## src/rtl/gauss3x3_conv.sv

```systemverilog
// 3x3 Gaussian (1-2-1) blur over column beats from a 3-row line buffer.
// Two-stage pipeline: kernel sum, then round-half-up with saturation.
module gauss3x3_conv #(
  parameter int DATA_W = 8,
  parameter int IMG_W  = 5,
  parameter int IMG_H  = 5
) (
  input  logic              clk,
  input  logic              rst,
  input  logic              in_valid,
  input  logic [DATA_W-1:0] row0_i,
  input  logic [DATA_W-1:0] row1_i,
  input  logic [DATA_W-1:0] row2_i,
  output logic [DATA_W-1:0] pix_o,
  output logic              pix_valid_o,
  output logic              busy_o,
  output logic              frame_done_o
);

  localparam int SUM_W = DATA_W + 4;
  localparam int COL_W = $clog2(IMG_W);
  localparam int ROW_W = (IMG_H > 3) ? $clog2(IMG_H - 2) : 1;
  localparam logic [SUM_W:0] PIX_MAX = (SUM_W + 1)'((1 << DATA_W) - 1);

  typedef enum logic [1:0] {S_IDLE, S_RUN, S_FLUSH, S_DONE} state_t;

  state_t state, state_nxt;
  logic   flush_cnt;

  logic [COL_W-1:0]  col;
  logic [ROW_W-1:0]  row;
  logic [DATA_W-1:0] a0, a1, a2;
  logic [DATA_W-1:0] b0, b1, b2;

  logic              take;
  logic              row_end;
  logic              last_beat;
  logic [SUM_W-1:0]  sum_c;
  logic [SUM_W-1:0]  sum_q;
  logic              v1;
  logic [SUM_W:0]    rnd_c;
  logic [DATA_W-1:0] pix_c;

  assign take      = in_valid && (state == S_IDLE || state == S_RUN);
  assign row_end   = (col == COL_W'(IMG_W - 1));
  assign last_beat = take && row_end && (row == ROW_W'(IMG_H - 3));

  always_comb begin
    state_nxt = state;
    case (state)
      S_IDLE:  if (in_valid) state_nxt = S_RUN;
      S_RUN:   if (last_beat) state_nxt = S_FLUSH;
      S_FLUSH: if (flush_cnt) state_nxt = S_DONE;
      S_DONE:  state_nxt = S_IDLE;
      default: state_nxt = S_IDLE;
    endcase
  end

  always_ff @(posedge clk) begin
    if (rst) begin
      state     <= S_IDLE;
      flush_cnt <= 1'b0;
    end else begin
      state     <= state_nxt;
      flush_cnt <= (state == S_FLUSH) ? !flush_cnt : 1'b0;
    end
  end

  // Window holds the two previous columns; the incoming column is the third.
  always_ff @(posedge clk) begin
    if (rst) begin
      col <= '0;
      row <= '0;
      a0 <= '0; a1 <= '0; a2 <= '0;
      b0 <= '0; b1 <= '0; b2 <= '0;
    end else if (take) begin
      if (row_end) begin
        col <= '0;
        row <= last_beat ? '0 : row + 1'b1;
        a0 <= '0; a1 <= '0; a2 <= '0;
        b0 <= '0; b1 <= '0; b2 <= '0;
      end else begin
        col <= col + 1'b1;
        a0 <= b0; a1 <= b1; a2 <= b2;
        b0 <= row0_i; b1 <= row1_i; b2 <= row2_i;
      end
    end
  end

  always_comb begin
    sum_c = SUM_W'(a0) + SUM_W'(row0_i) + SUM_W'(a2) + SUM_W'(row2_i)
          + ((SUM_W'(b0) + SUM_W'(a1) + SUM_W'(row1_i) + SUM_W'(b2)) << 1)
          + (SUM_W'(b1) << 2);
  end

  always_comb begin
    rnd_c = ((SUM_W + 1)'(sum_q) + (SUM_W + 1)'(8)) >> 4;
    pix_c = (rnd_c > PIX_MAX) ? '1 : DATA_W'(rnd_c);
  end

  always_ff @(posedge clk) begin
    if (rst) begin
      sum_q       <= '0;
      v1          <= 1'b0;
      pix_o       <= '0;
      pix_valid_o <= 1'b0;
    end else begin
      sum_q       <= sum_c;
      v1          <= take && (col >= COL_W'(2));
      pix_valid_o <= v1;
      if (v1) pix_o <= pix_c;
    end
  end

  assign busy_o       = (state == S_RUN) || (state == S_FLUSH);
  assign frame_done_o = (state == S_DONE);

endmodule
```

## config.mk

```make
export PLATFORM = sky130hd
export DESIGN_NAME = gauss3x3_conv
export DESIGN_NICKNAME = d
export VERILOG_FILES = /design/src/rtl/gauss3x3_conv.sv
export SDC_FILE = /design/constraint.sdc
export NUM_CORES = 1
export LEC_CHECK = 0
export CAP_MARGIN = 20
export CELL_PAD_IN_SITES_DETAIL_PLACEMENT = 1
export CELL_PAD_IN_SITES_GLOBAL_PLACEMENT = 2
export CORE_MARGIN = 10
export CORE_UTILIZATION = 37
export CTS_CLUSTER_SIZE = 8
export DETAILED_ROUTE_END_ITERATION = 10
export PLACE_DENSITY = 0.88
export SYNTH_ARGS = -nofsm -noshare
export SYNTH_HDL_FRONTEND = slang
export SYNTH_SLANG_ARGS = --single-unit
```

## constraint.sdc

```tcl
create_clock -name clk -period 8.3 [get_ports clk]
set_input_delay 1.66 -clock clk [delete_from_list [all_inputs] [get_ports clk]]
set_output_delay 1.66 -clock clk [all_outputs]
set_load 0.02 [all_outputs]
```

==> metrics.cfg <==
[critical_path]
r2r_setup_slack_ns=2.83
r2r-start=b0[1]$_SDFFE_PP0P_
crit_path_start_kind=primary input
crit_arrival_ns=7.18
end_kind=register
cp.required_ns=8.53
reg2reg_to=sum_q[10]$_SDFF_PP0_
r2r_cells=20
slowest_delay_ns=0.56
worst_path_max_delay_cell=fa_1
crit_end=sum_q[10]$_SDFF_PP0_
path_cells=clkdlybuf4s50_1 > inv_1 > fa_1 > fa_1 > inv_1 > ha_1 > inv_1 > fa_1 > nor2b_1 > o21ai_0 > nand2b_1 > xnor2_1 > fa_1 > fa_1 > fa_1 > inv_1 > ha_1 > and3_1 > a211oi_1 > a21oi_1 > mux2_2
critical_path_class=in -> reg
crit_top_cell=fa_1
startpoint=row1_i[1]
critPathMaxFanout=4

[finish]
syn_to_final_growth_pct=17.4
multi_input_area_mm2=0.00276
register_area_mm2=0.00150
fin_nets=642
drive_above_1_share=0.0554
fillerInstances=1475
num_antenna_cells=0

[route]
detail-route-antenna-nets=0
wl_mm=10.8
dr_total_vias=3524
dr.pass1.iters=4
drt-vias-per-instance=4.94
drc=0
drt-initial-drc-count=152
post_drt_wl_per_cell_um=15.1

[timing]
final_hold_viol_count=0
min_period_ns=6.95
finalCritPeriodShare=0.837
setup_viol_count_final=0
max_slew_margin=0.330
rsz0062_at_grt=no
final_max_slew_viol_count=0
setup_slack_ns=1.35
fmax_ghz=0.144
fin_skew_ns=0.00669
tns_ns=0
worst_pin_slew_ns=1.01

[logic_synthesis]
async_flop_share=0
ys_types=47
synth_seq_cells=75
synth_top_cell_by_area=dfxtp_1
synthFlopType=dfxtp_1
synth_nets=608
synth_seq_area_share=0.319
yosys_warnings=0
synth_cells=503
post-synth-top-count-cell=inv_1
syn_area_per_cell_um2=9.35
synth_area_leaders=dfxtp_1 32%, fa_1 20%, ha_1 8.5%, inv_1 7.5%, a22o_1 5.0%
synth.cell_area_mm2=0.00470
yosysTopAreaCellShare=0.319
synthTopCellsByCount=94 x inv_1, 75 x dfxtp_1, 46 x fa_1
synth_edf_count=0

[floorplan]
dieArea_mm2=0.0176
start_util=0.376
dieHeight_um=133
num_io_pins=38
core_area_mm2=0.0125
rows=41
die_w_um=133

[clock_network]
cts_resized=0
clock_latency_ns=0.35
cts_buffers=9
post_cts_buffers=0
cts_root_buffer=clkbuf_16
h-tree-depth=3
cts_tree=built
clock_sinks=75
clk_pin_slew_ns=0.06
cts_buffer_depth=2
ctsHoldBuffers=0

[placed_design]
hpwl_mm=8.37
port_buffers=37
gp_congestion=0.779
dp_worst_setup_slack_ns=0.947

[global_route]
grt_overflow_total=0
grt_max_degree=54
grt_pass1_vias=4056
grt.total_usage=0.133
antenna_found_initial=0
grt_pass1_wl_mm=19.3

[power]
ir_drop_mv=0.186
p_leak_nw=2.33
power_per_cell_area_mw_per_mm2=451

[run]
maxCapViolCount=0

[hold_path]
hold_class=reg -> reg

[run_status]
status=completed

[cell families after synthesis]
logic type | count (synthesis) | share of synthesized area
xor gates and xnor gates | 14 | 0.0261
buffers and inverters | 112 | 0.0939
adders and majority gates | 78 | 0.281
muxes | 2 | 0.00452
and+or+nand+nor | 125 | 0.130
AOI/OAI and AO/OA | 97 | 0.146
DFF | 75 | 0.319
[layout make-up]
class | count | share of cell area
Clock buffer | 12 | 0.0483
Clock inverter | 4 | 0.00430
Tap cell | 172 | 0.0390
Timing Repair Buffer | 41 | 0.0729
Inverter | 94 | 0.0639
Multi-Input combinational cell | 316 | 0.500
Sequential cell | 75 | 0.272
[cells in the final DEF (no fill, tap or decap), types with 6 or more instances in the layout]
cell type        instances
a21oi_1                 31
clkbuf_16                9
nand2_1                 34
fa_1                    46
nor2b_1                  6
dfxtp_1                 75
xnor2_1                  7
xor2_1                   7
a22o_1                  27
inv_1                   94
nand3_1                 31
nor3_1                  12
a211oi_1                10
nor2_1                  25
clkdlybuf4s50_1         36
ha_1                    32
[worst min path at each step]
stage	start	endpoint	slack, ns	cells after the start
6_report	a2[5]$_SDFFE_PP0P_	a2[5]$_SDFFE_PP0P_	0.46	2
5_1_grt	a2[7]$_SDFFE_PP0P_	a2[7]$_SDFFE_PP0P_	0.48	2
4_1_cts	a2[5]$_SDFFE_PP0P_	a2[5]$_SDFFE_PP0P_	0.46	2
3_5_place_dp	a2[5]$_SDFFE_PP0P_	a2[5]$_SDFFE_PP0P_	0.45	2
3_3_place_gp	a2[0]$_SDFFE_PP0P_	a2[0]$_SDFFE_PP0P_	0.44	2
2_1_floorplan	a2[0]$_SDFFE_PP0P_	a2[0]$_SDFFE_PP0P_	0.43	2
[flip-flops by register name, summed over array words and instances (netlist names)]
name and count:
b0 8, col 3, v1 1, b2 8, a2 8, a1 8
sum_q 9, a0 8, flush_cnt 1, pix_o 8, b1 8, state 2
pix_valid_o 1, row 2
[worst max-delay path, delay by kind of cell]
family / cells / cell delay, ns
compound gates: 3 / 0.56
xor+xnor: 1 / 0.15
fa+ha+maj: 8 / 3.33
buf+inv: 5 / 0.72
mux: 1 / 0.29
simple gates: 3 / 0.45
[power by group]
part / switching, mW / internal (mW) / leakage, nW / total, mW
logic: 0.914 / 0.705 / 1.57 / 1.62
registers: 0.0567 / 0.436 / 0.612 / 0.493
clock network: 0.154 / 0.226 / 0.148 / 0.380
total: 1.12 / 1.37 / 2.33 / 2.49
[routing by layer]
layer,global-route usage,vias to the layer above,wire (um)
met1,0.146,1759,4780
met5,0,-,0
li1,-,1720,-
met3,0.0254,13,248
met4,0.0611,0,213
met2,0.240,32,5570
[per-stage QoR]
step | utilization | power [mW] | hold WS [ns] | area, um2 | cells
5_1_grt | 0.441 | 2.81 | 0.477 | 5520 | 714
4_1_cts | 0.441 | 2.53 | 0.457 | 5520 | 714
6_report | 0.441 | 2.49 | 0.456 | 5520 | 714
2_1_floorplan | - | 1.76 | 0.428 | 4700 | 503
3_5_place_dp | 0.418 | 2.13 | 0.451 | 5230 | 698
3_3_place_gp | 0.417 | 2.07 | 0.438 | 5220 | 697
Power figures use the tool's default switching activity.
